===== src/rtl/collatz_inverse_decoder_if.sv =====
// Pin bundle of the TinyTapeout-style wrapper used by collatz_inverse_decoder.
// The master drives the input pins. The slave (the decoder) drives the output pins.
interface collatz_inverse_decoder_if;
  logic [7:0] ui_in;
  logic [7:0] uio_in;
  logic [7:0] uo_out;
  logic [7:0] uio_out;
  logic [7:0] uio_oe;

  modport master (
    output ui_in,
    output uio_in,
    input  uo_out,
    input  uio_out,
    input  uio_oe
  );

  modport slave (
    input  ui_in,
    input  uio_in,
    output uo_out,
    output uio_out,
    output uio_oe
  );
endinterface


===== src/rtl/collatz_inverse_decoder.sv =====
// collatz_inverse_decoder: rebuilds the Collatz start value N from a parity
// vector by running the trajectory backwards from 1, one step per cycle.
// Parity bytes are shifted in with wr, and a run is launched with start
// (ui_in[3:0] = L-1). An abort edge cancels a run. Status is reported on uio_out.
// Optional build macro COLLATZ_INV_SYNC_EN: when it is defined, uio_in[3:0] passes
// through a 2-flop synchronizer before edge detection, which adds 2 cycles to every
// control response.
module collatz_inverse_decoder #(
  parameter int NW = 16,
  parameter int VW = 16
) (
  input  logic                       clk,
  input  logic                       rst_n,
  input  logic                       ena,
  collatz_inverse_decoder_if.slave   bus
);
  localparam int IW = $clog2(VW);
  localparam logic [NW-1:0] ONE   = NW'(1);
  localparam logic [NW-1:0] THREE = NW'(3);

  typedef enum logic [1:0] {IDLE, RUN, DONE, ERR} state_t;

  state_t        state, state_next;
  logic [NW-1:0] n, n_next;
  logic [VW-1:0] vec, vec_next;
  logic [IW-1:0] idx, idx_next;
  logic          err_div, err_div_next;
  logic          err_ovf, err_ovf_next;

  logic [3:0]    ctl;
  logic [2:0]    trig, trig_prev;
  logic          wr_edge, start_edge, abort_edge, rd_sel;
  logic          bit_b;
  logic [NW-1:0] m, q, r;
  logic          unused_pins;

  // Exact quotient for the inverse odd step. The divisor is a constant, so this reduces to fixed logic.
  function automatic logic [NW-1:0] div3(input logic [NW-1:0] a);
    return a / THREE;
  endfunction

`ifdef COLLATZ_INV_SYNC_EN
  logic [3:0] sync_p0, sync_p1;

  // Two-flop synchronizer on the control pins. It freezes with ena like all other state.
  always_ff @(posedge clk or negedge rst_n) begin
    if (!rst_n) begin
      sync_p0 <= '0;
      sync_p1 <= '0;
    end else if (ena) begin
      sync_p0 <= bus.uio_in[3:0];
      sync_p1 <= sync_p0;
    end
  end

  assign ctl = sync_p1;
`else
  assign ctl = bus.uio_in[3:0];
`endif

  assign trig       = {ctl[3], ctl[1], ctl[0]};
  assign wr_edge    = trig[0] & ~trig_prev[0];
  assign start_edge = trig[1] & ~trig_prev[1];
  assign abort_edge = trig[2] & ~trig_prev[2];
  assign rd_sel     = ctl[2];

  // Previous-value register for wr/start/abort edge detection.
  always_ff @(posedge clk or negedge rst_n) begin
    if (!rst_n) begin
      trig_prev <= '0;
    end else if (ena) begin
      trig_prev <= trig;
    end
  end

  // Inverse odd step: m = n-1 must be 3*q, with q odd and not 1.
  assign bit_b = vec[idx];
  assign m     = n - ONE;
  assign q     = div3(m);
  assign r     = m - (q + (q << 1));

  // Next-state and datapath update for the decoder FSM.
  always_comb begin
    state_next   = state;
    n_next       = n;
    vec_next     = vec;
    idx_next     = idx;
    err_div_next = err_div;
    err_ovf_next = err_ovf;
    case (state)
      RUN: begin
        if (abort_edge) begin
          state_next   = IDLE;
          n_next       = ONE;
          err_div_next = 1'b0;
          err_ovf_next = 1'b0;
        end else begin
          if (bit_b) begin
            if ((r != '0) || !q[0] || (q == ONE)) begin
              err_div_next = 1'b1;
              state_next   = ERR;
            end else begin
              n_next = q;
            end
          end else begin
            if (n[NW-1]) begin
              err_ovf_next = 1'b1;
              state_next   = ERR;
            end else begin
              n_next = {n[NW-2:0], 1'b0};
            end
          end
          if (state_next == RUN) begin
            if (idx == '0) begin
              state_next = DONE;
            end else begin
              idx_next = idx - 1'b1;
            end
          end
        end
      end
      default: begin
        // A write in the same cycle lands in vec before the run reads it.
        if (wr_edge) begin
          vec_next = {vec[VW-9:0], bus.ui_in};
        end
        if (start_edge) begin
          n_next       = ONE;
          idx_next     = bus.ui_in[IW-1:0];
          err_div_next = 1'b0;
          err_ovf_next = 1'b0;
          state_next   = RUN;
        end
      end
    endcase
  end

  // State and datapath registers. They hold while ena is low.
  always_ff @(posedge clk or negedge rst_n) begin
    if (!rst_n) begin
      state   <= IDLE;
      n       <= ONE;
      vec     <= '0;
      idx     <= '0;
      err_div <= 1'b0;
      err_ovf <= 1'b0;
    end else if (ena) begin
      state   <= state_next;
      n       <= n_next;
      vec     <= vec_next;
      idx     <= idx_next;
      err_div <= err_div_next;
      err_ovf <= err_ovf_next;
    end
  end

  assign bus.uo_out  = rd_sel ? n[15:8] : n[7:0];
  assign bus.uio_out = {err_ovf, err_div, (state == DONE) || (state == ERR), state == RUN, 4'b0000};
  assign bus.uio_oe  = 8'hF0;

  assign unused_pins = ^bus.uio_in[7:4];
endmodule


===== src/flat_wrapper.sv =====
// flat-port wrapper written by rule: the top's interface ports become plain ports
module collatz_inverse_decoder_flat 
#(
  parameter int NW = 16,
  parameter int VW = 16
)
  (clk, rst_n, ena, bus_ui_in, bus_uio_in, bus_uo_out, bus_uio_out, bus_uio_oe);
  collatz_inverse_decoder_if bus_i ();
  input  logic clk;
  input  logic rst_n;
  input  logic ena;
  input wire logic [$bits(bus_i.ui_in)-1:0] bus_ui_in;
  input wire logic [$bits(bus_i.uio_in)-1:0] bus_uio_in;
  output wire logic [$bits(bus_i.uo_out)-1:0] bus_uo_out;
  output wire logic [$bits(bus_i.uio_out)-1:0] bus_uio_out;
  output wire logic [$bits(bus_i.uio_oe)-1:0] bus_uio_oe;
  assign bus_i.ui_in = bus_ui_in;
  assign bus_i.uio_in = bus_uio_in;
  assign bus_uo_out = bus_i.uo_out;
  assign bus_uio_out = bus_i.uio_out;
  assign bus_uio_oe = bus_i.uio_oe;
  collatz_inverse_decoder #(.NW(NW), .VW(VW)) u_core (.clk(clk), .rst_n(rst_n), .ena(ena), .bus(bus_i));
endmodule

===== config.mk =====
export PLATFORM = sky130hd
export DESIGN_NAME = collatz_inverse_decoder_flat
export DESIGN_NICKNAME = d
export VERILOG_FILES = /design/src/rtl/collatz_inverse_decoder_if.sv /design/src/rtl/collatz_inverse_decoder.sv /design/src/flat_wrapper.sv
export SDC_FILE = /design/constraint.sdc
export NUM_CORES = 1
export LEC_CHECK = 0
export CAP_MARGIN = 20
export CORE_UTILIZATION = 54
export DETAILED_ROUTE_END_ITERATION = 12
export DONT_BUFFER_PORTS = 1
export GPL_TIMING_DRIVEN = 0
export PLACE_DENSITY = 0.66
export SYNTH_ARGS = -nofsm -noshare
export SYNTH_HDL_FRONTEND = slang
export SYNTH_SLANG_ARGS = --single-unit

===== constraint.sdc =====
create_clock -name clk -period 25.6 [get_ports clk]
set_input_delay 5.12 -clock clk [delete_from_list [all_inputs] [get_ports clk]]
set_output_delay 5.12 -clock clk [all_outputs]
set_load 0.005 [all_outputs]

* Word level (Yosys, flattened, before mapping)
Index checks and enable logic that the tools add are counted.
** Word-level totals
- Output and inout port bits :: 24
- Input bits :: 19
- Register bits after elaboration :: 43
** Operators by class
- Bitwise operators :: 7
- Div/mod/pow operators :: 1
- Magnitude comparators :: 1
- Mux-type cells :: 33
- Reductions and logical operators :: 14
- Add/sub/neg operators :: 4
- Equal/unequal tests :: 14
** Operators with widths (number)
- 16-bit 2-to-1 mux :: 6
- 2-bit 2-to-1 mux :: 10
- 4-bit 2-to-1 mux :: 5
- 16-bit adder :: 1
- 16-bit by 2-bit divider with 16-bit output (second input constant) :: 1
- 16-bit by 1-bit equality test with 1-bit output (second input constant) :: 1
- 16-bit nonzero test :: 1
- 16-bit by 1-bit subtractor with 16-bit output (second input constant) :: 1
- 16-bit subtractor :: 1
- 4-bit AND reduction :: 3
- 1-bit 2-to-1 mux :: 10
- 3-bit by 1-bit != test with 1-bit output (second input constant) :: 3
- 8-bit 2-to-1 mux :: 1
- 3-bit AND reduction :: 2
- 4-bit by 5-bit < comparator with 1-bit output (second input constant) :: 1
- 5-bit AND reduction :: 1
- 1-bit binary-select mux with 4-bit select :: 1
- 2-bit by 1-bit equality test with 1-bit output (second input constant) :: 2
- 2-bit equality test (second input constant) :: 2
- 4-bit logical NOT :: 1
- 2-bit != test (second input constant) :: 2
- 4-bit by 3-bit != test with 1-bit output (second input constant) :: 1
- 4-bit != test (second input constant) :: 1
- 1-bit NOT :: 4
- 8 further kinds :: 12

* Logic depth before layout (Yosys ltp)
Gate-level depths: netlist of the first run.
- Word-level depth :: 15
- Depth in mapped cells :: 49
- Depth with buffers taken out :: 44

* Least setup slack after synthesis of the first run
OpenSTA, ideal clock, no wires.
- Kind :: input -> output
- Start point :: in bus_uio_in[2]
- End point :: out bus_uo_out[2]
- Arrival :: 5776 ps
- Setup slack :: 14704 ps
- Stages on the path :: 2
- Cells stage by stage :: clkbuf_1 mux2_2
** On the way
- Cells in the longest elaborated chain, start to end :: 1
** Ends and longest elaborated chain
- from (decl) :: RTL line flat_wrapper.sv:13 : input wire logic [$bits(bus_i.uio_in)-1:0] bus_uio_in;
- 8-bit 2-to-1 mux :: RTL line collatz_inverse_decoder.sv:157 : assign bus.uo_out = rd_sel ? n[15:8] : n[7:0];
- to (decl) :: RTL line flat_wrapper.sv:14 : output wire logic [$bits(bus_i.uo_out)-1:0] bus_uo_out;
Every way passes these cells.

* Worst setup path after layout of the first run
- Start point :: reg u_core.n[0]
- End point :: reg u_core.n[4]
** On the way
- Cells in the longest elaborated chain, start to end :: 9
- Elaborated cells on any way between the ends :: 15
** Ends and longest elaborated chain
- from (decl) :: RTL line collatz_inverse_decoder.sv:24 : logic [NW-1:0] n, n_next;
- from (signal assigned) :: RTL line collatz_inverse_decoder.sv:149 : n <= n_next;
- 16-bit by 1-bit subtractor with 16-bit output * :: RTL line collatz_inverse_decoder.sv:78 : assign m = n - ONE;
- 16-bit by 2-bit divider with 16-bit output :: RTL line collatz_inverse_decoder.sv:39 : return a / THREE;
- 16-bit adder :: RTL line collatz_inverse_decoder.sv:80 : assign r = m - (q + (q << 1));
- 16-bit subtractor :: RTL line collatz_inverse_decoder.sv:80
- 16-bit nonzero test :: RTL line collatz_inverse_decoder.sv:99 : if ((r != '0) || !q[0] || (q == ONE)) begin
- 1-bit logical OR (2 in a row) :: RTL line collatz_inverse_decoder.sv:99
- 4-bit by 3-bit != test with 1-bit output (no source line)
- 4-bit AND reduction (no source line)
Mark *: on every way between the ends. The rest lies on a longest branch, timed or not. The select of a mux whose other input is x is not followed.
A chain may end at the register's enable or synchronous reset.

==> flow_summary.toml, run 1 <==
[status]
status = "complete, no violations"

[sta]
skew_ns = 0.00368
rsz0062_at_grt = "no"
worstMarginPinSlew_ns = 1.03
final-setup-viol-count = 0
period_needed_ns = 11.63
setup-tns-final_ns = 0
period_share_pct = 45.4
max_freq_mhz = 86.0
slew_viol_final = 0
slew_headroom_pct = 31.1
finalHoldViolCount = 0

[yosys]
ys_ff_latch = 43
yosysWarnings = 0
synth.distinct_cells = 86
syn_area_mm2 = 0.00559
synth-edff-count = 0
synthCells = 694
async_flop_share_pct = 100
synth-main-ff-cell = "dfrtp_1"
synth_area_per_cell_um2 = 8.05
yosysSeqAreaShare_pct = 19.3

[critical_path]
cpMostUsedCell = "a21oi_1"
crit_type = "register to register"
crit_path_max_fanout = 10
crit_path_end_kind = "register"
worstSetupStartpointType = "register"
slowest_delay_ns = 0.61
critPathSlowestCell = "dfstp_2"
arrival_ns = 11.81
worstPathRequired_ns = 25.78

[cts]
clk_pin_slew_worst_paths_ns = 0.08
cts_hold_buffers = 0
cts_buffers = 5
cts_root_buf = "clkbuf_8"
cts_setup_buffers = 0
clock-sinks = 43
clock_latency_ns = 0.29
tritoncts = "yes"
clk_path_buf_depth = 2
cts.htree.levels = 2
cts-resized-gates = 0

[cells_and_area]
layout_common_cells = "66 x nor2_1, 65 x nand2_1, 42 x a21oi_1, 42 x dfrtp_1, 37 x inv_1"
multi_input_area_mm2 = 0.00410
seq_area_mm2 = 0.00108
area_growth_pct = 6.02
layout.cells.most_common = "nor2_1"
final_net_count = 772
drive_gt1_share_pct = 14.0
n_antenna_cell = 0
fillers = 889
fin_cells = 845

[route]
wl_per_cell_um = 18.0
firstDrtPassIters = 4
ant_nets = 0
drt_iter0_markers = 384
routed_via_density = 6.33
wirelength_um = 15200
drc_errors = 0
vias = 5346

[placement]
dpl.cell_count = 837
gp_congestion = 0.907
io_buffers = 0
post-dp-hpwl_um = 11700

[hold_path]
hold_path_class = "register to register"

[grt]
grt_pass1_wl_um = 25400
grt_max_degree = 44
antenna_found_initial = 0
overflow = 0
grt_pass1_vias = 5090
grt_usage_pct = 28.6

[floorplanning]
core_area_mm2 = 0.00991
chipHeight_um = 104
pin_count = 43
row_count = 36
start_util_pct = 56.4
die_area_mm2 = 0.0108
die_x_um = 104

[flow_run]
cap_violations = 0
[Yosys cell counts, drive strengths merged, types with 10 or more instances]
cell type  instances  area (um^2)
a21oi             42          210
a31oi             11         90.1
buf               29          199
clkbuf            27          101
dfrtp             42         1050
fa                14          280
ha                28          350
inv               38          143
mux2              37          439
nand2             66          250
nand3             20          100
nor2              69          267
nor3              26          145
nor4              12         75.1
o21ai             33          176
xnor2             14          123
xor2              10         87.6
[area by class of cell]
type                    instances  area share (%)
plain buffers                  56            5.07
multi-input cells             565            69.2
well taps                     133            2.81
clock buffers                   6            1.22
inverters                      40            2.53
clock inverters                 2            1.01
flip-flops and latches         43            18.2
[registers in the layout (all words and copies together) (netlist names)]
register          count
u_core.idx            4
u_core.n             16
u_core.err_ovf        1
u_core.trig_prev      3
u_core.state          2
u_core.err_div        1
u_core.vec           16
[per-stage QoR]
stage | util [%] | hold WS (ns) | area, um^2 | setup WS (ns)
final | 59.8 | 0.509 | 5920 | 13.97
after global routing | 59.8 | 0.526 | 5920 | 13.06
after CTS | 59.8 | 0.512 | 5920 | 14.21
after detailed placement | 58.4 | 0.493 | 5790 | 14.31
after global placement | 58.4 | 0.487 | 5790 | 14.44
after floorplan | - | 0.461 | 5630 | 14.70
[worst max-delay path, delay by kind of cell, from the launching register on]
family                     cells  cell delay (ns)
and+or+nand+nor                8             1.38
xor gates and xnor gates       1             0.36
buffers and inverters          7             1.49
adders and majority gates      4             1.30
muxes                          1             0.31
AOI/OAI and AO/OA             26             6.05
DFF                            1             0.61
[cell families after synthesis]
logic type / after synthesis / share of synthesized area, %
AOI/OAI and AO/OA: 196 / 25.3
and+or+nand+nor: 241 / 20.9
other: 2 / 0.134
adders and majority gates: 42 / 11.3
xor gates and xnor gates: 24 / 3.76
muxes: 50 / 11.3
buffers and inverters: 96 / 8.06
DFF: 43 / 19.3
[worst paths after layout]
path / start / to / slack, ns / cells after the start
max: u_core.n[0] / u_core.n[4] / 13.97 / 47
min: u_core.vec[14] / u_core.vec[14] / 0.51 / 1
max reg2reg: u_core.n[0] / u_core.n[4] / 13.97 / 47
min reg2reg: u_core.vec[14] / u_core.vec[14] / 0.51 / 1
max in group asynchronous: rst_n / u_core.n[0] / 20.92 / 0
min in group asynchronous: rst_n / u_core.vec[13] / 4.51 / 0
[routing by layer]
metal  GRT usage (%)  share of wire, %  vias up  routed length (um)
met5               0                 0        -                   0
met3            5.03               7.7       24                1170
met4            7.96               1.8        0                 273
met1            39.9                46     2543                7000
met2            45.4                44      227                6760
li1                -                 -     2552                   -
Power of run 1 is not shown: default switching activity piles up to over one toggle a cycle in this logic, so the estimate is an artifact.
==> inputs of run 2 (changes only) <==
Clock period 25.6 ns to 11.95 ns, I/O delays scaled along.
==> flow_summary.toml, run 2 (synthesis results as in run 1) <==
[hold_path]
hold_depth = 1
min_to = "u_core.vec[14]"
worstHoldStart = "u_core.vec[14]"
hold_path_class = "register to register"

[cells_and_area]
n_antenna_cell = 0
fillers = 889
drive_gt1_share_pct = 15.0
seq_area_mm2 = 0.00108
final_net_count = 772
layout_common_cells = "65 x nand2_1, 65 x nor2_1, 42 x a21oi_1, 42 x dfrtp_1, 37 x inv_1"
multi_input_area_mm2 = 0.00413
fin_cells = 845
area_growth_pct = 6.65
top_regs = "u_core.n x16, u_core.vec x16, u_core.idx x4"

[sta]
slew_viol_final = 0
slew_headroom_pct = 31.2
final-setup-viol-count = 0
worstMarginPinSlew_ns = 1.02
period_share_pct = 93.0
finalHoldViolCount = 0
skew_ns = 0.00492
max_freq_mhz = 90.0
timing.hold.ws_ns = 0.509
period_needed_ns = 11.11

[grt]
grt_pass1_wl_um = 25400
grt_max_degree = 44
grt_usage_pct = 28.6
antenna_found_initial = 0
overflow = 0
grt_pass1_vias = 5090

[route]
wirelength_um = 15300
wl_per_cell_um = 18.1
ant_nets = 0
firstDrtPassIters = 4
routed_via_density = 6.34
drt_iter0_markers = 343
drc_errors = 0
vias = 5360

[critical_path]
crit_path_max_fanout = 10
worstPathRequired_ns = 12.14
arrival_ns = 11.30
rr_startpoint = "u_core.n[0]"
worstSetupStartpointType = "register"
slowest_delay_ns = 0.61
cp_top_family = "compound AO/OA/AOI/OAI gates"
rr_endpoint = "u_core.n[4]"
rr_worst_depth = 47
path_buf_inv = 7
critPathSlowestCell = "dfstp_2"
cpMostUsedCell = "a21oi_1"
cp.depth = 47
crit_type = "register to register"
rrSetupSlack_ns = 0.84
crit_path_end_kind = "register"

[floorplanning]
die_x_um = 104
start_util_pct = 56.4
pin_count = 43
chipHeight_um = 104
core_area_mm2 = 0.00991
row_count = 36
die_area_mm2 = 0.0108

[placement]
io_buffers = 0
dpl.cell_count = 837
post-dp-hpwl_um = 11700
gp_congestion = 0.907

[cts]
cts.htree.levels = 2
cts_buffers = 5
clock-sinks = 43
tritoncts = "yes"
clk_path_buf_depth = 2
cts_root_buf = "clkbuf_8"
clock_latency_ns = 0.30
clk_pin_slew_worst_paths_ns = 0.08
cts_hold_buffers = 0

[flow_run]
cap_violations = 0

[status]
status = "complete, no violations"
==> run 2: cell counts in the layout (fill, tap and decap cells not counted) <==
No cell type changed its count.
==> run 2: per-stage QoR <==
| step | setup TNS, ns | cell area (um^2) | setup slack, ns | utilization (%) |
|---|---|---|---|---|
| detailed placement | 0 | 5790 | 0.660 | 58.4 |
| CTS | 0 | 5920 | 0.562 | 59.8 |
| global placement | 0 | 5790 | 0.794 | 58.4 |
| global route | -0.0305 | 5960 | -0.00990 | 60.1 |
| finish | 0 | 5960 | 0.841 | 60.1 |
| floorplan | 0 | 5630 | 2.57 | - |
==> run 2: layout make-up <==
class,count,area share (%)
clock buffer,6,1.22
buffer,56,5.10
clock inverter,2,1.01
tap,133,2.79
inverter,40,2.52
sequential,43,18.1
multi-input combinational,565,69.3
==> run 2: metal layers <==
layer / wire length [um] / global-route usage [%] / up-vias / part of all wire, %
li1: - / - / 2560 / -
met5: 0 / 0 / - / 0
met4: 278 / 7.96 / 0 / 1.8
met3: 1100 / 5.03 / 24 / 7.2
met1: 7000 / 39.9 / 2556 / 46
met2: 6900 / 45.4 / 220 / 45
==> run 2: worst max path at each step <==
stage	start	end	slack, ns
2_1_floorplan	u_core.n[3]	u_core.n[13]	2.57
3_3_place_gp	u_core.n[0]	u_core.n[13]	0.79
3_5_place_dp	u_core.n[0]	u_core.n[4]	0.66
4_1_cts	u_core.n[0]	u_core.n[4]	0.56
5_1_grt	u_core.n[0]	u_core.n[4]	-0.01
6_report	u_core.n[0]	u_core.n[4]	0.84
==> run 2: repair_timing <==
action                     4_1_cts  5_1_grt
setup endpoints to repair        0       22
buffers inserted                 0        0
gates resized for setup          0       11
Power of run 2 is left out for the same reason.
==> inputs of run 3 (changes only) <==
Settings changed: CTS_BUF_LIST from default to sky130_fd_sc_hd__clkbuf_2 sky130_fd_sc_hd__clkbuf_4 sky130_fd_sc_hd__clkbuf_8, CTS_CLUSTER_SIZE from default to 14.
==> flow_summary.toml, run 3 (synthesis results as in run 1) <==
[status]
status = "complete, no violations"

[critical_path]
cpMostUsedCell = "a21oi_1"
arrival_ns = 11.29
critPathSlowestCell = "dfstp_2"
slowest_delay_ns = 0.61
crit_path_end_kind = "register"
crit_path_max_fanout = 10
rr_worst_depth = 47
worstPathRequired_ns = 12.14
worstSetupStartpointType = "register"
crit_type = "register to register"

[floorplanning]
die_area_mm2 = 0.0108
row_count = 36
pin_count = 43
chipHeight_um = 104
die_x_um = 104
core_area_mm2 = 0.00991
start_util_pct = 56.4

[cts]
clock-sinks = 43
clk_path_buf_depth = 2
tritoncts = "yes"
cts_root_buf = "clkbuf_8"
clock_latency_ns = 0.30
cts.htree.levels = 2
cts_buffers = 5
cts_setup_buffers = 0
clk_pin_slew_worst_paths_ns = 0.08

[grt]
overflow = 0
grt_usage_pct = 28.6
grt_max_degree = 44
grt_pass1_vias = 5090
grt_pass1_wl_um = 25400
antenna_found_initial = 0

[route]
routed_via_density = 6.36
wirelength_um = 15300
firstDrtPassIters = 5
ant_nets = 0
routed-wl-met2_um = 6900
wl_per_cell_um = 18.1
drt_iter0_markers = 343
top_layer = "met4"
wl_met3_um = 1110
vias = 5371
drc_errors = 0
m1WireLength_um = 7000

[placement]
post-dp-hpwl_um = 11700
gp_congestion = 0.907
io_buffers = 0

[flow_run]
cap_violations = 0

[sta]
slew_viol_final = 0
setup-tns-final_ns = 0
slew_headroom_pct = 28.8
final-setup-viol-count = 0
period_needed_ns = 11.10
skew_ns = 0.00450
finalHoldViolCount = 0
worstMarginPinSlew_ns = 1.06
max_freq_mhz = 90.1
period_share_pct = 92.9

[hold_path]
hold_path_class = "register to register"
hold_depth = 1

[cells_and_area]
top_regs = "u_core.n x16, u_core.vec x16, u_core.idx x4"
n_antenna_cell = 0
layout_common_cells = "65 x nand2_1, 65 x nor2_1, 42 x a21oi_1, 42 x dfrtp_1, 37 x inv_1"
final_net_count = 772
area_growth_pct = 6.72
fillers = 887
drive_gt1_share_pct = 15.2
==> run 3: cell count changes in the layout (fill, tap and decap cells not counted) <==
cell | previous run | this run
clkbuf_1 | 25 | 24
clkbuf_4 | 0 | 1
==> run 3: cell type report <==
| class | count | area (um^2) | share of cell area [%] |
|---|---|---|---|
| Clock inverter | 2 | 60.1 | 1.01 |
| Multi-Input combinational cell | 565 | 4130 | 69.2 |
| Tap cell | 133 | 166 | 2.79 |
| Buffer | 56 | 304 | 5.10 |
| Sequential cell | 43 | 1080 | 18.1 |
| Clock buffer | 6 | 76.3 | 1.28 |
| Inverter | 40 | 150 | 2.52 |
==> run 3: per-layer routing <==
layer	GRT usage (%)	vias up
met2	45.4	224
met4	7.96	0
met1	39.9	2563
li1	-	2560
met3	5.03	24
met5	0	-
==> run 3: worst paths after layout <==
path                           startpoint  slack (ns)             end
min in group asynchronous           rst_n        1.78  u_core.vec[13]
setup reg to reg              u_core.n[0]        0.85     u_core.n[4]
max in group asynchronous           rst_n       10.00     u_core.n[0]
hold / removal             u_core.vec[14]        0.51  u_core.vec[14]
setup / recovery              u_core.n[0]        0.85     u_core.n[4]
hold reg to reg            u_core.vec[14]        0.51  u_core.vec[14]
==> run 3: stage by stage <==
step	utilization [%]	setup slack (ns)	cells	cell area [um^2]	hold WS, ns
floorplan	-	2.57	704	5630	0.461
global placement	58.4	0.794	837	5790	0.487
detailed placement	58.4	0.660	837	5790	0.493
CTS	59.8	0.562	845	5930	0.512
global route	60.2	-0.00990	845	5960	0.526
finish	60.2	0.849	845	5960	0.509
==> run 3: critical path: cells and delay by family (launching register included) <==
| kind | cells | cell delay [ns] |
|---|---|---|
| XOR/XNOR | 1 | 0.35 |
| AO/OA/AOI/OAI | 25 | 5.34 |
| buffers and inverters | 7 | 1.30 |
| flip-flops | 1 | 0.61 |
| AND/OR/NAND/NOR | 9 | 1.78 |
| adder cells (fa/ha/maj) | 4 | 1.28 |
| multiplexers | 1 | 0.31 |
==> run 3: timing repair <==
| item | 4_1_cts | 5_1_grt |
|---|---|---|
| hold buffers | 0 | 0 |
| setup endpoints to repair | 0 | 22 |
| gates resized for setup | 0 | 11 |
Power of run 3 is left out for the same reason.
